--- src/rtl/seq_divider_pkg.sv ---
// Shared definitions for the sequential divider: FSM state encodings and the
// counter-width helper.
package seq_divider_pkg;

    typedef enum logic [1:0] {
        ST_IDLE = 2'd0,
        ST_CALC = 2'd1,
        ST_DONE = 2'd2
    } state_e;

    function automatic int clog2(input int value);
        int result;
        int v;
        result = 0;
        v = value - 1;
        while (v > 0) begin
            result = result + 1;
            v = v >> 1;
        end
        return result;
    endfunction

endpackage

--- src/rtl/seq_divider_sub_div.sv ---
// Parameterised subtractor shared by the divider datapath: diff = a - b,
// where the MSB of an (N+1)-bit subtraction acts as the borrow.
module sub_div #(
    parameter int W = 9
) (
    input  logic [W-1:0] a_i,
    input  logic [W-1:0] b_i,
    output logic [W-1:0] diff_o
);

    assign diff_o = a_i - b_i;

endmodule

--- src/rtl/seq_divider.sv ---
// Restoring unsigned divider producing one quotient bit per clock with a
// start/done handshake; results are registered and held until the next operation.
module seq_divider
    import seq_divider_pkg::*;
#(
    parameter int N = 8
) (
    input  logic         clk,
    input  logic         rst,
    input  logic         start,
    input  logic [N-1:0] dividend,
    input  logic [N-1:0] divisor,
    output logic         busy,
    output logic         done,
    output logic [N-1:0] quotient,
    output logic [N-1:0] remainder,
    output logic         div_by_zero
);

    localparam int CW = (clog2(N) < 1) ? 1 : clog2(N);
    localparam logic [CW-1:0] CNT_LAST = CW'(N - 1);

    state_e        state_q, state_d;
    logic [N-1:0]  q_work_q, q_work_d;
    logic [N-1:0]  r_work_q, r_work_d;
    logic [N-1:0]  d_reg_q, d_reg_d;
    logic [CW-1:0] cnt_q, cnt_d;
    logic          busy_q, busy_d;
    logic          done_q, done_d;
    logic [N-1:0]  quotient_q, quotient_d;
    logic [N-1:0]  remainder_q, remainder_d;
    logic          dbz_q, dbz_d;

    logic [N:0]    trial_s;
    logic [N:0]    diff_s;
    logic          borrow_s;
    logic [N-1:0]  r_step_s;
    logic [N-1:0]  q_step_s;

    // The N+1-bit trial keeps the shifted-out remainder bit so divisors above 2^(N-1) cannot overflow.
    assign trial_s = {r_work_q, q_work_q[N-1]};

    sub_div #(
        .W(N + 1)
    ) u_sub (
        .a_i   (trial_s),
        .b_i   ({1'b0, d_reg_q}),
        .diff_o(diff_s)
    );

    assign borrow_s = diff_s[N];
    assign r_step_s = borrow_s ? trial_s[N-1:0] : diff_s[N-1:0];
    assign q_step_s = {q_work_q[N-2:0], ~borrow_s};

    // Next-state, datapath and output-register updates.
    always_comb begin
        state_d     = state_q;
        q_work_d    = q_work_q;
        r_work_d    = r_work_q;
        d_reg_d     = d_reg_q;
        cnt_d       = cnt_q;
        quotient_d  = quotient_q;
        remainder_d = remainder_q;
        dbz_d       = dbz_q;

        case (state_q)
            ST_CALC: begin
                q_work_d = q_step_s;
                r_work_d = r_step_s;
                if (cnt_q == {CW{1'b0}}) begin
                    quotient_d  = q_step_s;
                    remainder_d = r_step_s;
                    dbz_d       = 1'b0;
                    state_d     = ST_DONE;
                end else begin
                    cnt_d = cnt_q - {{(CW-1){1'b0}}, 1'b1};
                end
            end
            ST_DONE: begin
                state_d = ST_IDLE;
            end
            default: begin
                // Covers IDLE and the unused encoding, which behaves as IDLE.
                if (start) begin
                    if (divisor != {N{1'b0}}) begin
                        q_work_d = dividend;
                        r_work_d = {N{1'b0}};
                        d_reg_d  = divisor;
                        cnt_d    = CNT_LAST;
                        state_d  = ST_CALC;
                    end else begin
                        quotient_d  = {N{1'b1}};
                        remainder_d = dividend;
                        dbz_d       = 1'b1;
                        state_d     = ST_DONE;
                    end
                end else begin
                    state_d = ST_IDLE;
                end
            end
        endcase

        busy_d = (state_d != ST_IDLE);
        done_d = (state_d == ST_DONE);
    end

    // State, datapath and output registers.
    always_ff @(posedge clk or posedge rst) begin
        if (rst) begin
            state_q     <= ST_IDLE;
            q_work_q    <= {N{1'b0}};
            r_work_q    <= {N{1'b0}};
            d_reg_q     <= {N{1'b0}};
            cnt_q       <= {CW{1'b0}};
            busy_q      <= 1'b0;
            done_q      <= 1'b0;
            quotient_q  <= {N{1'b0}};
            remainder_q <= {N{1'b0}};
            dbz_q       <= 1'b0;
        end else begin
            state_q     <= state_d;
            q_work_q    <= q_work_d;
            r_work_q    <= r_work_d;
            d_reg_q     <= d_reg_d;
            cnt_q       <= cnt_d;
            busy_q      <= busy_d;
            done_q      <= done_d;
            quotient_q  <= quotient_d;
            remainder_q <= remainder_d;
            dbz_q       <= dbz_d;
        end
    end

    assign busy        = busy_q;
    assign done        = done_q;
    assign quotient    = quotient_q;
    assign remainder   = remainder_q;
    assign div_by_zero = dbz_q;

endmodule
--- config.mk ---
export PLATFORM = sky130hd
export DESIGN_NAME = seq_divider
export DESIGN_NICKNAME = d
export VERILOG_FILES = /design/src/rtl/seq_divider_pkg.sv /design/src/rtl/seq_divider_sub_div.sv /design/src/rtl/seq_divider.sv
export SDC_FILE = /design/constraint.sdc
export NUM_CORES = 1
export LEC_CHECK = 0
export ABC_AREA = 1
export BUFFER_PORTS_ARGS = -buffer_cell sky130_fd_sc_hd__buf_2
export CAP_MARGIN = 30
export CORE_ASPECT_RATIO = 0.8
export CORE_MARGIN = 3
export CORE_UTILIZATION = 30
export DETAILED_ROUTE_END_ITERATION = 8
export PLACE_DENSITY_LB_ADDON = 0.1
export SYNTH_ARGS = -nofsm -noshare
export SYNTH_HDL_FRONTEND = slang
export SYNTH_SLANG_ARGS = --single-unit
--- constraint.sdc ---
create_clock -name clk -period 4.5 [get_ports clk]
set_input_delay 1.35 -clock clk [delete_from_list [all_inputs] [get_ports clk]]
set_output_delay 1.35 -clock clk [all_outputs]
set_load 0.03 [all_outputs]
==> results.sh, run 1 <==
export IMPL_grt_pass1_wl_microns=10600
export IMPL_peakVddDrop_mv=0.196
export IMPL_synth_area_sq_mm=0.00284
export IMPL_critPathCaptureType="flop"
export IMPL_cts_buffer_depth=2
export IMPL_synth_xor_area_share_pct=1.23
export IMPL_ys_seq_elements=48
export IMPL_finalClockSkew_ns=0.00521
export IMPL_power_mw=2.30
export IMPL_clock_latency_ns=0.29
export IMPL_yosys_warnings=0
export IMPL_area_growth_pct=14.7
export IMPL_cp_required_ns=4.69
export IMPL_syn_instance_count=367
export IMPL_initial_core_util_pct=31.1
export IMPL_cts_inserted_buffers=5
export IMPL_dieArea_sq_mm=0.0107
export IMPL_final_layout_size_suffix_gt1_share_pct=19.6
export IMPL_critPathKind="input port to flop"
export IMPL_grt_usage_pct=12.7
export IMPL_run_status="completed"
export IMPL_core_sq_mm=0.00915
export IMPL_cts_root_buf="clkbuf_16"
export IMPL_max_stage_delay_ns=0.35
export IMPL_power_density_mw_per_mm2=705
export IMPL_port_buffers=37
export IMPL_die_h_microns=93.1
export IMPL_num_vias=2267
export IMPL_nets=436
export IMPL_grt_pass1_vias=2083
export IMPL_ctsResizeCount=0
export IMPL_antenna_cells=0
export IMPL_route_final_wire_length_microns=6380
export IMPL_grt_setup_unrepaired="no"
export IMPL_ys_seq_area_share_pct=42.2
export IMPL_dp_hpwl_microns=4860
export IMPL_crit_fanout=26
export IMPL_layout_common_cells="nand2_1, inv_1, dfrtp_1"
export IMPL_fin_crit_sh_pct=55.9
export IMPL_synth_compound_area_share_pct=8.67
export IMPL_tns_ns=0
export IMPL_synth_fa_ha_area_share_pct=5.98
export IMPL_p_leak_nw=1.79
export IMPL_ys_async_sr_fraction_pct=100
export IMPL_grt_max_degree=30
export IMPL_antenna_left=0
export IMPL_viasPerCell=4.37
export IMPL_setup_viol=0
export IMPL_clk_pin_slew_ns=0.07
export IMPL_cts_hold_buf=0
export IMPL_critPathTopFamily="simple AND/OR/NAND/NOR gates"
export IMPL_num_rows=31
export IMPL_arrival_ns=2.70
export IMPL_drtIter0Drc=96
export IMPL_yosys_area_share_simple_pct=32.3
export IMPL_maxSlewHeadroom_pct=45.7
export IMPL_cap_viol_max_count=0
export IMPL_cts_setup_buffers=0
export IMPL_htree_num_levels=2
export IMPL_cts_sinks=48
export IMPL_crit_path_start_kind="input port"
export IMPL_crit_top_cell="nand2_1"
export IMPL_layout_min_cycle_time_ns=2.52
export IMPL_synth_fp_nets=399
export IMPL_die_w_microns=115
export IMPL_gr_total_overflow=0
export IMPL_worstPathCellList="buf_2 > nor2_1 > nand2_1 > nor2_4 > nand2_1 > nand2_2 > inv_1 > nand2_1 > nand2_1"
export IMPL_wl_per_cell_microns=12.3
export IMPL_max_freq_mhz=397
export IMPL_synth_ff_type="dfrtp_1"
export IMPL_final_max_slew_viol_count=0
export IMPL_crit_buf_inv=2
export IMPL_hp_class="flop to flop"
export IMPL_hold_viol=0
export IMPL_drc_errors=0
export IMPL_synth_distinct_cells=29
export IMPL_tightest_slew_ns=0.811
export IMPL_synth_top_family_by_area="simple AND/OR/NAND/NOR gates"
export IMPL_drt_pass1_iter_count=4
export IMPL_place_gp_congestion=0.814
export IMPL_antenna_found_initial=0
export IMPL_synth_mux_area_share_pct=0
export IMPL_synth_edf_count=0
export IMPL_cts_tree="yes"
export IMPL_postSynthAreaPerCell_sq_um=7.75
export IMPL_cpMaxStageDelayCell="nand2_2"
export IMPL_ios=38
export IMPL_layout_commonest_cell="nand2_1"
## synth_stat cells, types with 4 or more instances
| cell | number | area [sq um] |
|---|---|---|
| ha_1 | 12 | 150 |
| nand2_2 | 6 | 37.5 |
| or2_1 | 4 | 25.0 |
| o21ai_0 | 19 | 95.1 |
| nand3_1 | 24 | 120 |
| nand3_2 | 10 | 100 |
| or2_2 | 4 | 25.0 |
| nor2_1 | 27 | 101 |
| a21oi_1 | 23 | 115 |
| inv_1 | 55 | 206 |
| dfrtp_1 | 48 | 1200 |
| nand2_1 | 104 | 390 |
| buf_2 | 5 | 25.0 |
## per-stage QoR
step           std cells  area (sq um)  worst slack [ns]  util, %  hold WS (ns)
2_1_floorplan        367          2840              2.01        -         0.446
3_3_place_gp         512          3130              1.66     34.1         0.501
3_5_place_dp         512          3130              1.65     34.1         0.485
4_1_cts              519          3260              1.97     35.6         0.504
5_1_grt              519          3260              1.77     35.6         0.526
6_report             519          3260              1.98     35.6         0.500
## path summary, 6_finish.rpt
kind	startpoint	end	slack, ns	depth (start not counted)
max	divisor[7]	r_work_q[4]	1.98	9
max reg2reg	state_q[1]	cnt_q[2]	2.24	9
max in group asynchronous	rst	remainder[3]	2.68	3
min in group asynchronous	rst	cnt_q[1]	1.07	2
min	div_by_zero	div_by_zero	0.50	2
min reg2reg	div_by_zero	div_by_zero	0.50	2
## power by group
part / internal, mW / total [mW] / leakage (nW) / switching [mW]
combinational: 0.404 / 1.22 / 1.12 / 0.818
clock: 0.202 / 0.369 / 0.0657 / 0.167
sequential: 0.600 / 0.708 / 0.600 / 0.108
total: 1.21 / 2.30 / 1.79 / 1.09
## registers in the layout (all words and copies together), names as in the netlist
name,flops
q_work_q,8
d_reg_q,8
done,1
state_q,2
cnt_q,3
busy,1
quotient,8
remainder,8
div_by_zero,1
r_work_q,8
## tightest hold or removal path, cell delays in order, from the launching register on
cell and delay [ns]:
dfrtp_1 0.36, nand2_1 0.06, nand2_1 0.05
## logic make-up (layout without fill, tap and decap cells)
family / Yosys count / count (layout)
simple gates: 190 / 190
buf+inv: 65 / 102
flops: 48 / 48
compound gates: 47 / 47
fa+ha+maj: 13 / 13
xor+xnor: 4 / 4
## layout make-up
type	instances	area [sq um]
Multi-Input combinational cell	254	1370
Clock inverter	2	12.5
Clock buffer	5	125
Inverter	56	210
Fill cell	982	5890
Tap cell	115	144
Sequential cell	48	1200
Timing Repair Buffer	39	200
## per-layer routing
metal  wire (microns)  GRT usage, %  share of wire, %
met5                0             0                 0
met4               81          3.81               1.3
met3              301          3.49               4.7
met2             2370          16.9                37
met1             3630          19.6                57
Power figures use the tool's default switching activity.
==> run 2, diff against run 1 <==
Clock period 4.5 ns to 2.31 ns, I/O delays scaled along.
==> results.sh, run 2 (synthesis gave the netlist of run 1 again) <==
export IMPL_setup_viol=0
export IMPL_gr_total_overflow=0
export IMPL_layout_min_cycle_time_ns=2.02
export IMPL_critPathTopFamily="simple AND/OR/NAND/NOR gates"
export IMPL_tightest_slew_ns=0.339
export IMPL_place_gp_congestion=0.776
export IMPL_max_stage_delay_ns=0.40
export IMPL_viasPerCell=4.35
export IMPL_core_sq_mm=0.00915
export IMPL_ios=38
export IMPL_cts_tree="yes"
export IMPL_layout_common_cells="nand2_1, inv_1, dfrtp_1"
export IMPL_fin_crit_sh_pct=87.3
export IMPL_htree_num_levels=2
export IMPL_die_h_microns=93.1
export IMPL_crit_fanout=9
export IMPL_clock_latency_ns=0.30
export IMPL_wl_met2_microns=2430
export IMPL_port_buffers=37
export IMPL_hold_viol=0
export IMPL_wl_met3_microns=337
export IMPL_grt_pass1_vias=2085
export IMPL_nets=440
export IMPL_grt_pass1_wl_microns=10600
export IMPL_max_freq_mhz=496
export IMPL_power_density_mw_per_mm2=1370
export IMPL_cts_hold_buf=0
export IMPL_m1WireLength_microns=3580
export IMPL_dp_hpwl_microns=4840
export IMPL_antenna_left=0
export IMPL_cap_viol_max_count=0
export IMPL_critPathKind="flop to flop"
export IMPL_cts_buffer_depth=2
export IMPL_critPathCaptureType="flop"
export IMPL_grt_max_degree=49
export IMPL_arrival_ns=2.21
export IMPL_cp_required_ns=2.51
export IMPL_cts_sinks=48
export IMPL_final_layout_size_suffix_gt1_share_pct=20.5
export IMPL_cts_setup_buffers=0
export IMPL_worstPathCellList="inv_1 > ha_1 > inv_1 > fa_1 > nand2_1 > nand2_2 > nand3_2 > nand2_2 > nand2_2 > nand2_8 > nand3_2 > nand3_1 > nand2_1 > inv_1"
export IMPL_dieArea_sq_mm=0.0107
export IMPL_antenna_cells=0
export IMPL_area_growth_pct=16.8
export IMPL_fillers=989
export IMPL_antenna_found_initial=0
export IMPL_crit_buf_inv=3
export IMPL_cpMaxStageDelayCell="fa_1"
export IMPL_run_status="completed"
export IMPL_dp_slack_ns=0.300
export IMPL_finalClockSkew_ns=0.00558
export IMPL_cts_inserted_buffers=5
export IMPL_top_layer="met4"
export IMPL_drt_pass1_iter_count=4
export IMPL_initial_core_util_pct=31.1
export IMPL_final_max_slew_viol_count=0
export IMPL_die_w_microns=115
export IMPL_drtIter0Drc=92
export IMPL_tns_ns=0
export IMPL_hp_class="input port to async pin"
export IMPL_num_rows=31
export IMPL_p_leak_nw=1.83
export IMPL_setup_slack_ns=0.294
export IMPL_maxSlewHeadroom_pct=77.4
export IMPL_route_final_wire_length_microns=6430
export IMPL_num_vias=2279
export IMPL_crit_path_start_kind="flop"
export IMPL_power_mw=4.55
export IMPL_grt_usage_pct=12.9
export IMPL_drc_errors=0
export IMPL_layout_commonest_cell="nand2_1"
export IMPL_grt_setup_unrepaired="no"
export IMPL_peakVddDrop_mv=0.373
export IMPL_ctsResizeCount=0
export IMPL_cts_root_buf="clkbuf_16"
export IMPL_wl_per_cell_microns=12.3
export IMPL_clk_pin_slew_ns=0.07
-- run 2: final cells by class --
cell class / count / area [sq um] / share of cell area [%]
flip-flops and latches: 48 / 1200 / 36.2
clock buffers: 6 / 139 / 4.18
repair buffers: 43 / 243 / 7.31
multi-input cells: 254 / 1370 / 41.3
well taps: 115 / 144 / 4.33
inverters: 56 / 210 / 6.33
clock inverters: 2 / 13.8 / 0.414
-- run 2: metrics by stage --
| stage | utilization (%) | instance area [sq um] | instances | hold slack (ns) |
|---|---|---|---|---|
| 6_report | 36.3 | 3320 | 524 | 0.423 |
| 5_1_grt | 36.3 | 3320 | 524 | 0.448 |
| 4_1_cts | 36.3 | 3320 | 524 | 0.434 |
| 3_5_place_dp | 34.6 | 3170 | 516 | 0.498 |
| 3_3_place_gp | 34.6 | 3170 | 516 | 0.499 |
| 2_1_floorplan | - | 2840 | 367 | 0.446 |
-- run 2: report_power, final --
| part | total, mW | leakage, nW | switching, mW | internal [mW] |
|---|---|---|---|---|
| registers | 1.39 | 0.600 | 0.220 | 1.17 |
| clock network | 0.772 | 0.0772 | 0.338 | 0.434 |
| logic | 2.39 | 1.15 | 1.59 | 0.805 |
-- run 2: worst min-delay path: cells and delay by family --
kind / cells / cell delay [ns]
buffers and inverters: 3 / 0.42
-- run 2: final timing paths --
check	end	cells past startpoint	slack (ns)	start
max reg2reg	remainder[5]	14	0.29	q_work_q[7]
max in group asynchronous	remainder[3]	3	1.66	rst
min	done	3	0.42	rst
min reg2reg	q_work_q[1]	2	0.52	q_work_q[1]
max	remainder[5]	14	0.29	q_work_q[7]
min in group clk	q_work_q[1]	2	0.52	q_work_q[1]
-- run 2: metal layers --
metal / vias up / global-route usage, %
met4: 0 / 4.40
met3: 9 / 3.49
li1: 1222 / -
met2: 41 / 17.1
met5: - / 0
met1: 1007 / 19.8
